==> config.mk <==
export PLATFORM = sky130hd
export DESIGN_NAME = dbg_router_flat
export DESIGN_NICKNAME = d
export VERILOG_FILES = /design/src/rtl/dbg_router_pkg.sv /design/src/rtl/dbg_router_if.sv /design/src/rtl/dbg_router_addr_check.sv /design/src/rtl/dbg_router.sv /design/src/flat_wrapper.sv
export SDC_FILE = /design/constraint.sdc
export NUM_CORES = 1
export LEC_CHECK = 0
export CAP_MARGIN = 20
export CORE_ASPECT_RATIO = 1.4
export CORE_MARGIN = 2
export CORE_UTILIZATION = 40
export DETAILED_ROUTE_END_ITERATION = 10
export PLACE_DENSITY = 0.81
export SKIP_LAST_GASP = 1
export SLEW_MARGIN = 30
export SYNTH_ARGS = -nofsm -noshare
export SYNTH_HDL_FRONTEND = slang
export SYNTH_SLANG_ARGS = --single-unit
==> constraint.sdc <==
create_clock -name clk -period 2.6 [get_ports clk]
set_input_delay 0.26 -clock clk [delete_from_list [all_inputs] [get_ports clk]]
set_output_delay 0.26 -clock clk [all_outputs]
set_load 0.05 [all_outputs]
==> src/rtl/dbg_router_pkg.sv <==
// Shared debug package: segment/address types, decode constants and router state.
package dbg_router_pkg;

  typedef enum logic [1:0] {
    SEG_CTL = 2'd0,
    SEG_ROM = 2'd1,
    SEG_RAM = 2'd2,
    SEG_IO  = 2'd3
  } seg_t;

  typedef struct packed {
    seg_t        seg;
    logic [11:0] off;
  } addr_t;

  typedef enum logic [1:0] {
    ST_IDLE  = 2'd0,
    ST_ISSUE = 2'd1,
    ST_RESP  = 2'd2
  } state_t;

  localparam int Dbg_data_width = 8;
  localparam int Cnt_width      = 10;

  localparam logic [11:0] Ctl_reg_lo    = 12'h004;
  localparam logic [11:0] Ctl_reg_hi    = 12'h006;
  localparam logic [11:0] Ctl_blk_lo    = 12'h008;
  localparam logic [11:0] Ctl_addr_high = 12'h010;

  localparam logic [11:0] Io_win_mask = 12'hFF8;
  localparam logic [11:0] Io_win_rw   = 12'h000;
  localparam logic [11:0] Io_win_ro0  = 12'h010;
  localparam logic [11:0] Io_win_ro1  = 12'h020;

  function automatic logic [3:0] seg_onehot(input seg_t s);
    return 4'b0001 << s;
  endfunction

endpackage

==> src/rtl/dbg_router_if.sv <==
// Debug router bus: upstream request/response channel plus shared segment port.
interface dbg_router_if;
  import dbg_router_pkg::*;

  // Request and response are valid/ready channels: a beat transfers on the rising
  // clk edge where valid and ready are both high; the sender holds valid and its
  // payload stable until that edge, and ready may not depend on a future valid.
  logic                                  req_valid;
  logic                                  req_ready;
  logic [13:0]                           req_addr;
  logic                                  req_write;
  logic [Dbg_data_width-1:0]             req_wdata;
  logic                                  resp_valid;
  logic                                  resp_ready;
  logic [Dbg_data_width-1:0]             resp_rdata;
  logic                                  resp_err;
  logic [3:0]                            seg_req;
  logic [11:0]                           seg_addr;
  logic                                  seg_write;
  logic [Dbg_data_width-1:0]             seg_wdata;
  logic [3:0]                            seg_ack;
  logic [3:0][Dbg_data_width-1:0]        seg_rdata;

  modport master (
    output req_valid, req_addr, req_write, req_wdata, resp_ready, seg_ack, seg_rdata,
    input  req_ready, resp_valid, resp_rdata, resp_err,
           seg_req, seg_addr, seg_write, seg_wdata
  );

  modport slave (
    input  req_valid, req_addr, req_write, req_wdata, resp_ready, seg_ack, seg_rdata,
    output req_ready, resp_valid, resp_rdata, resp_err,
           seg_req, seg_addr, seg_write, seg_wdata
  );

endinterface

==> src/rtl/dbg_router_addr_check.sv <==
// Address legality decode for debug requests (combinational).
module dbg_addr_check
  import dbg_router_pkg::*;
(
  input  addr_t i_addr,
  input  logic  i_write,
  output logic  o_legal
);

  logic [11:0] w_io_win;
  assign w_io_win = i_addr.off & Io_win_mask;

  always_comb begin
    o_legal = 1'b0;
    case (i_addr.seg)
      SEG_CTL: o_legal = (i_addr.off == 12'h000) ||
                         ((i_addr.off >= Ctl_reg_lo) && (i_addr.off <= Ctl_reg_hi)) ||
                         ((i_addr.off >= Ctl_blk_lo) && (i_addr.off <= Ctl_addr_high));
      SEG_ROM: o_legal = 1'b1;
      SEG_RAM: o_legal = 1'b1;
      SEG_IO: begin
        // Upper two IO windows are status-only; writes there decode as errors.
        if (w_io_win == Io_win_rw)
          o_legal = 1'b1;
        else if ((w_io_win == Io_win_ro0) || (w_io_win == Io_win_ro1))
          o_legal = !i_write;
      end
      default: o_legal = 1'b0;
    endcase
  end

endmodule

==> src/rtl/dbg_router.sv <==
// Debug request router: decodes a request, issues it to one segment, waits for ack or timeout.
module dbg_router
  import dbg_router_pkg::*;
#(
  parameter int Timeout_cycles = 255
) (
  input  logic         clk,
  input  logic         rst_n,
  dbg_router_if.slave  bus,
  output state_t       o_dbg_state
);

  localparam logic [Cnt_width-1:0] Tmo_limit = Cnt_width'(Timeout_cycles);

  state_t                    r_state;
  logic [Cnt_width-1:0]      r_cnt;
  seg_t                      r_seg;
  logic                      r_req_ready;
  logic                      r_resp_valid;
  logic [Dbg_data_width-1:0] r_rdata;
  logic                      r_err;
  logic [3:0]                r_seg_req;
  logic [11:0]               r_seg_addr;
  logic                      r_seg_write;
  logic [Dbg_data_width-1:0] r_seg_wdata;

  addr_t                     w_req_addr;
  logic                      w_legal;
  logic                      w_accept;
  logic                      w_ack;
  logic [Dbg_data_width-1:0] w_ack_data;

  assign w_req_addr = addr_t'(bus.req_addr);
  assign w_accept   = bus.req_valid & r_req_ready;
  // Only the segment currently requested may complete the transaction.
  assign w_ack      = |(bus.seg_ack & r_seg_req);
  assign w_ack_data = bus.seg_rdata[r_seg];

  dbg_addr_check u_addr_check (
    .i_addr  (w_req_addr),
    .i_write (bus.req_write),
    .o_legal (w_legal)
  );

  always_ff @(posedge clk or negedge rst_n) begin
    if (!rst_n) begin
      r_state      <= ST_IDLE;
      r_cnt        <= '0;
      r_seg        <= SEG_CTL;
      r_req_ready  <= 1'b0;
      r_resp_valid <= 1'b0;
      r_rdata      <= '0;
      r_err        <= 1'b0;
      r_seg_req    <= '0;
      r_seg_addr   <= '0;
      r_seg_write  <= 1'b0;
      r_seg_wdata  <= '0;
    end else begin
      case (r_state)
        ST_IDLE: begin
          r_req_ready <= 1'b1;
          if (w_accept) begin
            r_req_ready <= 1'b0;
            r_seg       <= w_req_addr.seg;
            r_seg_addr  <= w_req_addr.off;
            r_seg_write <= bus.req_write;
            r_seg_wdata <= bus.req_wdata;
            r_rdata     <= '0;
            if (w_legal) begin
              r_seg_req <= seg_onehot(w_req_addr.seg);
              r_cnt     <= Cnt_width'(1);
              r_err     <= 1'b0;
              r_state   <= ST_ISSUE;
            end else begin
              r_err        <= 1'b1;
              r_resp_valid <= 1'b1;
              r_state      <= ST_RESP;
            end
          end
        end
        ST_ISSUE: begin
          // Ack is tested first so a completion on the last allowed cycle still wins.
          if (w_ack) begin
            r_seg_req    <= '0;
            r_rdata      <= r_seg_write ? '0 : w_ack_data;
            r_err        <= 1'b0;
            r_resp_valid <= 1'b1;
            r_cnt        <= '0;
            r_state      <= ST_RESP;
          end else if (r_cnt == Tmo_limit) begin
            r_seg_req    <= '0;
            r_rdata      <= '0;
            r_err        <= 1'b1;
            r_resp_valid <= 1'b1;
            r_cnt        <= '0;
            r_state      <= ST_RESP;
          end else begin
            r_cnt <= r_cnt + Cnt_width'(1);
          end
        end
        ST_RESP: begin
          if (bus.resp_ready) begin
            r_resp_valid <= 1'b0;
            r_req_ready  <= 1'b1;
            r_state      <= ST_IDLE;
          end
        end
        default: begin
          r_state     <= ST_IDLE;
          r_req_ready <= 1'b0;
        end
      endcase
    end
  end

  assign bus.req_ready  = r_req_ready;
  assign bus.resp_valid = r_resp_valid;
  assign bus.resp_rdata = r_rdata;
  assign bus.resp_err   = r_err;
  assign bus.seg_req    = r_seg_req;
  assign bus.seg_addr   = r_seg_addr;
  assign bus.seg_write  = r_seg_write;
  assign bus.seg_wdata  = r_seg_wdata;
  assign o_dbg_state    = r_state;

endmodule

==> src/flat_wrapper.sv <==
// flat-port wrapper written by rule: the top's interface ports become plain ports
module dbg_router_flat import dbg_router_pkg::*;
#(
  parameter int Timeout_cycles = 255
)
  (clk, rst_n, o_dbg_state, bus_req_valid, bus_req_addr, bus_req_write, bus_req_wdata, bus_resp_ready, bus_seg_ack, bus_seg_rdata, bus_req_ready, bus_resp_valid, bus_resp_rdata, bus_resp_err, bus_seg_req, bus_seg_addr, bus_seg_write, bus_seg_wdata);
  dbg_router_if bus_i ();
  input  logic clk;
  input  logic rst_n;
  output state_t o_dbg_state;
  input wire logic [$bits(bus_i.req_valid)-1:0] bus_req_valid;
  input wire logic [$bits(bus_i.req_addr)-1:0] bus_req_addr;
  input wire logic [$bits(bus_i.req_write)-1:0] bus_req_write;
  input wire logic [$bits(bus_i.req_wdata)-1:0] bus_req_wdata;
  input wire logic [$bits(bus_i.resp_ready)-1:0] bus_resp_ready;
  input wire logic [$bits(bus_i.seg_ack)-1:0] bus_seg_ack;
  input wire logic [$bits(bus_i.seg_rdata)-1:0] bus_seg_rdata;
  output wire logic [$bits(bus_i.req_ready)-1:0] bus_req_ready;
  output wire logic [$bits(bus_i.resp_valid)-1:0] bus_resp_valid;
  output wire logic [$bits(bus_i.resp_rdata)-1:0] bus_resp_rdata;
  output wire logic [$bits(bus_i.resp_err)-1:0] bus_resp_err;
  output wire logic [$bits(bus_i.seg_req)-1:0] bus_seg_req;
  output wire logic [$bits(bus_i.seg_addr)-1:0] bus_seg_addr;
  output wire logic [$bits(bus_i.seg_write)-1:0] bus_seg_write;
  output wire logic [$bits(bus_i.seg_wdata)-1:0] bus_seg_wdata;
  assign bus_i.req_valid = bus_req_valid;
  assign bus_i.req_addr = bus_req_addr;
  assign bus_i.req_write = bus_req_write;
  assign bus_i.req_wdata = bus_req_wdata;
  assign bus_i.resp_ready = bus_resp_ready;
  assign bus_i.seg_ack = bus_seg_ack;
  assign bus_i.seg_rdata = bus_seg_rdata;
  assign bus_req_ready = bus_i.req_ready;
  assign bus_resp_valid = bus_i.resp_valid;
  assign bus_resp_rdata = bus_i.resp_rdata;
  assign bus_resp_err = bus_i.resp_err;
  assign bus_seg_req = bus_i.seg_req;
  assign bus_seg_addr = bus_i.seg_addr;
  assign bus_seg_write = bus_i.seg_write;
  assign bus_seg_wdata = bus_i.seg_wdata;
  dbg_router #(.Timeout_cycles(Timeout_cycles)) u_core (.clk(clk), .rst_n(rst_n), .bus(bus_i), .o_dbg_state(o_dbg_state));
endmodule
==> results of run 1 <==
-- per-stage QoR --
stage          hold slack, ns  instances  util, %  setup WS (ns)
6_report                0.483        403     60.3          0.495
2_1_floorplan         -0.0356        225        -          0.501
4_1_cts                 0.484        403     60.3          0.502
5_1_grt                 0.513        403     60.3          0.383
3_5_place_dp            0.282        395     58.9          0.228
3_3_place_gp            0.278        395     58.9          0.297
-- worst reg2reg max path: stages (launching register included) --
cell and delay (ns):
dfrtp_1 0.43, ha_1 0.21, and3_4 0.22, nand2_2 0.09, o31a_4 0.33, or3_4 0.47, or4b_1 0.21, o21ai_2 0.05
-- layout by cell type (no fill, tap or decap), types with 2 or more instances in the layout --
cell | netlist | layout
nor3_4 | 1 | 2
a22o_1 | 2 | 2
o21ai_0 | 24 | 24
mux4_2 | 8 | 8
nor3b_1 | 3 | 3
nand3_1 | 4 | 4
xor2_1 | 2 | 2
ha_1 | 5 | 5
buf_4 | 0 | 8
inv_1 | 19 | 19
clkbuf_8 | 0 | 5
o21ai_1 | 2 | 2
nor2_1 | 10 | 10
dfrtp_1 | 50 | 50
nor2b_1 | 3 | 3
o31ai_1 | 9 | 9
mux2_2 | 23 | 23
clkdlybuf4s50_1 | 0 | 99
nand2_1 | 22 | 22
clkbuf_1 | 2 | 2
a21oi_1 | 2 | 2
o21a_1 | 2 | 2
-- power by group --
group / total [mW] / leakage, nW / internal [mW] / switching (mW)
logic: 2.42 / 0.891 / 0.996 / 1.43
registers: 1.30 / 0.629 / 1.07 / 0.235
clock network: 0.427 / 0.0383 / 0.186 / 0.241
-- how the worst max path moves through the flow --
stage / endpoint / start / cells past startpoint / slack (ns)
3_3_place_gp: u_core.r_cnt[9] / bus_req_addr[12] / 9 / 0.30
2_1_floorplan: u_core.r_cnt[9] / u_core.o_dbg_state[0] / 7 / 0.50
3_5_place_dp: u_core.r_cnt[9] / bus_req_addr[12] / 9 / 0.23
4_1_cts: u_core.r_cnt[9] / u_core.r_cnt[0] / 7 / 0.50
6_report: u_core.r_cnt[9] / u_core.r_cnt[0] / 7 / 0.50
5_1_grt: u_core.r_cnt[7] / bus_req_addr[12] / 10 / 0.38
-- Yosys cell counts, drive strengths merged (2+ instances only) --
| cell type | number | area [um2] |
|---|---|---|
| and3 | 2 | 17.5 |
| clkbuf | 2 | 7.51 |
| nor3 | 2 | 26.3 |
| nor3b | 3 | 22.5 |
| mux4 | 8 | 180 |
| buf | 8 | 45.0 |
| nor2 | 10 | 37.5 |
| o21a | 2 | 15.0 |
| nand2 | 23 | 88.8 |
| o21ai | 27 | 139 |
| nor2b | 3 | 18.8 |
| nand3 | 4 | 20.0 |
| or3 | 2 | 17.5 |
| ha | 5 | 62.6 |
| a22o | 3 | 27.5 |
| o31ai | 9 | 67.6 |
| mux2 | 23 | 259 |
| xor2 | 2 | 17.5 |
| dfrtp | 50 | 1250 |
| inv | 19 | 71.3 |
| a21oi | 4 | 35.0 |
-- final cells by class --
| class | instances | share of cell area [%] |
|---|---|---|
| Sequential cell | 50 | 33.4 |
| Multi-Input combinational cell | 146 | 31.7 |
| Timing Repair Buffer | 109 | 28.5 |
| Tap cell | 72 | 2.41 |
| Clock buffer | 7 | 2.04 |
| Inverter | 19 | 1.91 |
-- routing by layer --
metal	vias up	track usage, %	wire length [um]
met5	-	0	0
met4	0	6.53	151
met3	10	3.37	361
met2	65	30.9	3240
met1	1048	21.5	2370
li1	1009	-	-
-- kinds of logic (layout without fill, tap and decap cells) --
logic type | Yosys count | count (layout) | synth area share [%]
and+or+nand+nor | 55 | 55 | 11.8
AOI/OAI and AO/OA | 52 | 52 | 13.8
adders and majority gates | 5 | 5 | 2.45
muxes | 31 | 31 | 17.2
DFF | 50 | 50 | 48.9
xor gates and xnor gates | 3 | 3 | 1.03
buffers and inverters | 29 | 135 | 4.85
-- flip-flops by register name, summed over array words and instances (netlist names) --
signal	cells
u_core.bus.seg_addr	12
u_core.r_cnt	10
u_core.bus.resp_rdata	8
u_core.bus.seg_wdata	8
u_core.bus.seg_req	4
u_core.o_dbg_state	2
u_core.r_seg	2
u_core.bus.req_ready	1
u_core.bus.resp_err	1
u_core.bus.resp_valid	1
u_core.bus.seg_write	1
-- what timing repair did --
action	CTS	global route
endpoints found under the setup margin	0	0
hold buffers	1	0
endpoints found under the hold margin	50	0
==> impl_metrics.yaml, run 1 <==
timing:
  finalCriticalPeriod_ns: 2.10
  tns_ns: 0
  slew_violations: 0
  relSlewSlack_pct: 63.2
  hold_viol: 0
  fmax_mhz: 475
  setup_viol: 0
  final.setup_skew_ns: 0.00754
  worst_pin_slew_ns: 0.550
  rsz0062_at_grt: "no"
  fin_crit_sh_pct: 81.0
worst_setup_path:
  path_class: "reg2reg"
  slowest_stage: "or3_4"
  reg2reg_setup_slack_ns: 0.50
  reg2reg_depth: 7
  required_ns: 2.80
  crit_path_cell_trace: "ha_1, and3_4, nand2_2, o31a_4, or3_4, or4b_1, o21ai_2"
  path_max_fanout: 11
  slowest_delay_ns: 0.47
  worstSetupEndpointType: "flip-flop"
  critPathArrivalTime_ns: 2.30
  cp_top_family: "simple AND/OR/NAND/NOR gates"
  r2r-end: "u_core.r_cnt[9]"
  critPathBufInv: 0
  timing.rr.start: "u_core.r_cnt[0]"
  start_kind: "flip-flop"
clocking:
  clock_latency_ns: 0.30
  clk_pin_slew_ns: 0.09
  cts_tree: "done"
  clock-root-buffer: "clkbuf_8"
  cts_buffers: 5
  htree_levels: 2
  clock_path_buffers: 2
  post_cts_buffers: 0
  clock_sink_count: 50
  post_cts_resized: 0
synthesis:
  ys_warn_count: 0
  ys_seq_area_share_pct: 48.9
  synth_seq_cells: 50
  syn-instance-count: 225
  synth_cell_type_count: 46
  synth_edf_count: 0
  netlist_area_mm2: 0.00256
  postSynthAreaPerCell_um2: 11.4
  ys_async_sr_fraction_pct: 100
  syn-num-nets: 293
  ys.flop_type: "dfrtp_1"
global_routing:
  grt_max_degree: 27
  antenna_found_initial: 0
  grt_overflow: 0
  grt_pass1_wl_um: 9960
  grt_pass1_vias: 2123
  grtUsageTotal_pct: 17.7
drt:
  drtIter0Drc: 111
  wirelength_um: 6130
  routed_via_density: 5.29
  drt_first_pass_iters: 4
  drcViolationCount: 0
  num_vias: 2132
  wl_per_cell_um: 15.2
  drtAntennaViolNets: 0
floorplan:
  die-width_um: 71.6
  start_util_pct: 41.2
  rows: 34
  die_h_um: 98.6
  die_area_mm2: 0.00705
  pin_count: 101
  core_area_mm2: 0.00621
placement:
  place_congestion: 0.778
  dpl_cell_area_mm2: 0.00366
  io_buffers: 100
  dp_hpwl_um: 4860
power:
  vdd.ir_drop.worst_mv: 0.718
  power_mw: 4.15
  pwr_density_cell_mw_per_mm2: 1110
  leakage_nw: 1.56
finish:
  fin_area_mm2: 0.00374
  drive_gt1_share_pct: 16.9
  syn_to_final_growth_pct: 46.4
  fillers: 512
  antennaDiodeCount: 0
  multiInputGateArea_mm2: 0.00119
  finalNetCount: 399
  regArea_mm2: 0.00125
flow_run:
  drv_cap: 0
worst_hold_path:
  min_path_type: "in2async"
status:
  status: "finished, final reports clean"
Power figures use the tool's default switching activity.
==> run 2, diff against run 1 <==
--- a/config.mk
+++ b/config.mk
@@ -8,9 +8,9 @@
 export CAP_MARGIN = 20
 export CORE_ASPECT_RATIO = 1.4
 export CORE_MARGIN = 2
-export CORE_UTILIZATION = 40
+export CORE_UTILIZATION = 39
 export DETAILED_ROUTE_END_ITERATION = 10
-export PLACE_DENSITY = 0.81
+export PLACE_DENSITY = 0.82
 export SKIP_LAST_GASP = 1
 export SLEW_MARGIN = 30
 export SYNTH_ARGS = -nofsm -noshare
==> constraint.sdc (replaced) <==
create_clock -name clk -period 1.69 [get_ports clk]
set_input_delay 0.169 -clock clk [delete_from_list [all_inputs] [get_ports clk]]
set_output_delay 0.169 -clock clk [all_outputs]
set_load 0.05 [all_outputs]
==> run 2 against run 1 <==
The flow now finishes with violations (setup timing). Design area is 9.9% higher. Register-to-register slack worse by 0.72 ns. Critical path depth is 1 higher. Via count is 5.6% higher. Global-route usage is 1.8 points higher. Total power is 64% higher. Fmax is 10% higher. Critical path type unchanged. Final cell count is 8.4% higher. Die area is 2.4% higher. Critical endpoint unchanged. Largest cell class is now non-clock buffers. Clock-buffer cell count is 1 higher. Largest power group unchanged. Sequential power is 53% higher.
==> impl_metrics.yaml, run 2 (same netlist as run 1, synthesis figures left out) <==
global_routing:
  grt_pass1_wl_um: 11100
  grt_pass1_vias: 2352
  grt_overflow: 0
  grtUsageTotal_pct: 19.5
  antenna_found_initial: 0
  grt_max_degree: 32
finish:
  utilization_pct: 65.3
  largest_reg_flops: 12
  drive_gt1_share_pct: 34.5
  antennaDiodeCount: 0
  fin_area_mm2: 0.00411
  layout_common_cells: "clkdlybuf4s50_1, buf_4, dfrtp_1"
  layout_commonest_cell: "clkdlybuf4s50_1"
  syn_to_final_growth_pct: 60.9
  multiInputGateArea_mm2: 0.00128
  fillers: 506
  finalNetCount: 432
  regArea_mm2: 0.00126
drt:
  drt_first_pass_iters: 4
  drtIter0Drc: 113
  drtAntennaViolNets: 0
  drcViolationCount: 0
  wirelength_um: 6850
  routed_via_density: 5.15
  wl_per_cell_um: 15.7
  num_vias: 2251
clocking:
  clock-root-buffer: "clkbuf_8"
  cts_buffers: 5
  cts_tree: "done"
  clk_pin_slew_ns: 0.09
  clock_sink_count: 50
  clock_path_buffers: 2
  clock_latency_ns: 0.30
  htree_levels: 2
worst_setup_path:
  path_class: "reg2reg"
  path_max_fanout: 10
  start_kind: "flip-flop"
  worstSetupEndpointType: "flip-flop"
  required_ns: 1.89
  critPathArrivalTime_ns: 2.11
status:
  status: "complete, but fails checks"
  violations: "setup timing"
power:
  leakage_nw: 1.83
  pwr_density_cell_mw_per_mm2: 1660
  vdd.ir_drop.worst_mv: 1.15
  power_mw: 6.83
timing:
  setup_viol: 13
  hold_viol: 0
  fin_hold_ws_ns: 0.292
  rsz0062_at_grt: "yes"
  tns_ns: -2.04
  slew_violations: 0
  finalCriticalPeriod_ns: 1.91
  final.setup_skew_ns: 0.00655
  worst_pin_slew_ns: 0.558
  relSlewSlack_pct: 62.6
  fmax_mhz: 523
  worst_slack_ns: -0.221
  fin_crit_sh_pct: 113
placement:
  dpl_cell_area_mm2: 0.00387
  place_congestion: 0.831
  dp_hpwl_um: 5250
  io_buffers: 100
floorplan:
  die_area_mm2: 0.00723
  start_util_pct: 40.6
  rows: 34
  core_area_mm2: 0.00630
  pin_count: 101
  die_h_um: 99.8
  die-width_um: 72.4
worst_hold_path:
  min_path_type: "in2reg"
flow_run:
  drv_cap: 0
-- run 2: cell count changes in the layout (fill, tap and decap cells not counted), moves of 5 or more --
| cell | delta |
|---|---|
| buf_4 | +42 |
| clkdlybuf4s50_1 | -21 |
| dfrtp_1 | -7 |
| dfrtp_2 | +7 |
| dlygate4sd2_1 | +6 |
| o21ai_0 | -10 |
| o21ai_1 | +8 |
| o31ai_1 | -5 |
-- run 2: final cells by class --
cell class / instances / share of cell area, %
inverter: 19 / 1.73
timing repair buffer: 142 / 31.7
clock buffer: 8 / 2.68
tap: 72 / 2.19
multi-input combinational: 146 / 31.1
sequential: 50 / 30.6
-- run 2: worst max-delay path, stage by stage, from the launching register on --
cell     delay (ns)
dfrtp_1        0.41
ha_4           0.16
and3_4         0.20
nand2_4        0.06
o31a_4         0.28
or3_4          0.37
buf_6          0.16
a21oi_4        0.12
o21ai_2        0.05
-- run 2: path summary, 6_finish.rpt --
path                                          start                  endpoint  slack [ns]  depth (start not counted)
min in group asynchronous                     rst_n           u_core.r_cnt[3]        0.37                          2
max in group asynchronous                     rst_n     u_core.o_dbg_state[1]        0.76                          3
max                                 u_core.r_cnt[1]           u_core.r_cnt[9]       -0.22                          8
min                                bus_req_addr[12]           u_core.r_seg[0]        0.29                          2
max reg2reg                         u_core.r_cnt[1]           u_core.r_cnt[9]       -0.22                          8
min reg2reg                u_core.bus.resp_rdata[4]  u_core.bus.resp_rdata[4]        0.49                          2
-- run 2: where the power goes --
group | internal (mW) | switching (mW)
registers | 1.65 | 0.342
logic | 1.71 | 2.34
clock network | 0.414 | 0.372
-- run 2: what timing repair did --
action,4_1_cts,5_1_grt
resized for setup,22,9
hold buffers,1,0
buffers inserted,3,0
gates cloned,1,0
hold endpoints to repair,19,0
setup endpoints to repair,26,26
pin swaps,4,1
-- run 2: metal layers --
metal	global-route usage, %	vias to the layer above	wire length (um)
met2	33.5	74	3690
met5	0	-	0
met1	24.2	1091	2630
met3	4.02	10	377
met4	6.84	0	149
li1	-	1076	-
-- run 2: per-stage QoR --
| step | setup WS (ns) | std cells |
|---|---|---|
| floorplan | -0.247 | 225 |
| global placement | -0.482 | 424 |
| detailed placement | -0.612 | 424 |
| CTS | -0.223 | 437 |
| global route | -0.284 | 437 |
| finish | -0.221 | 437 |
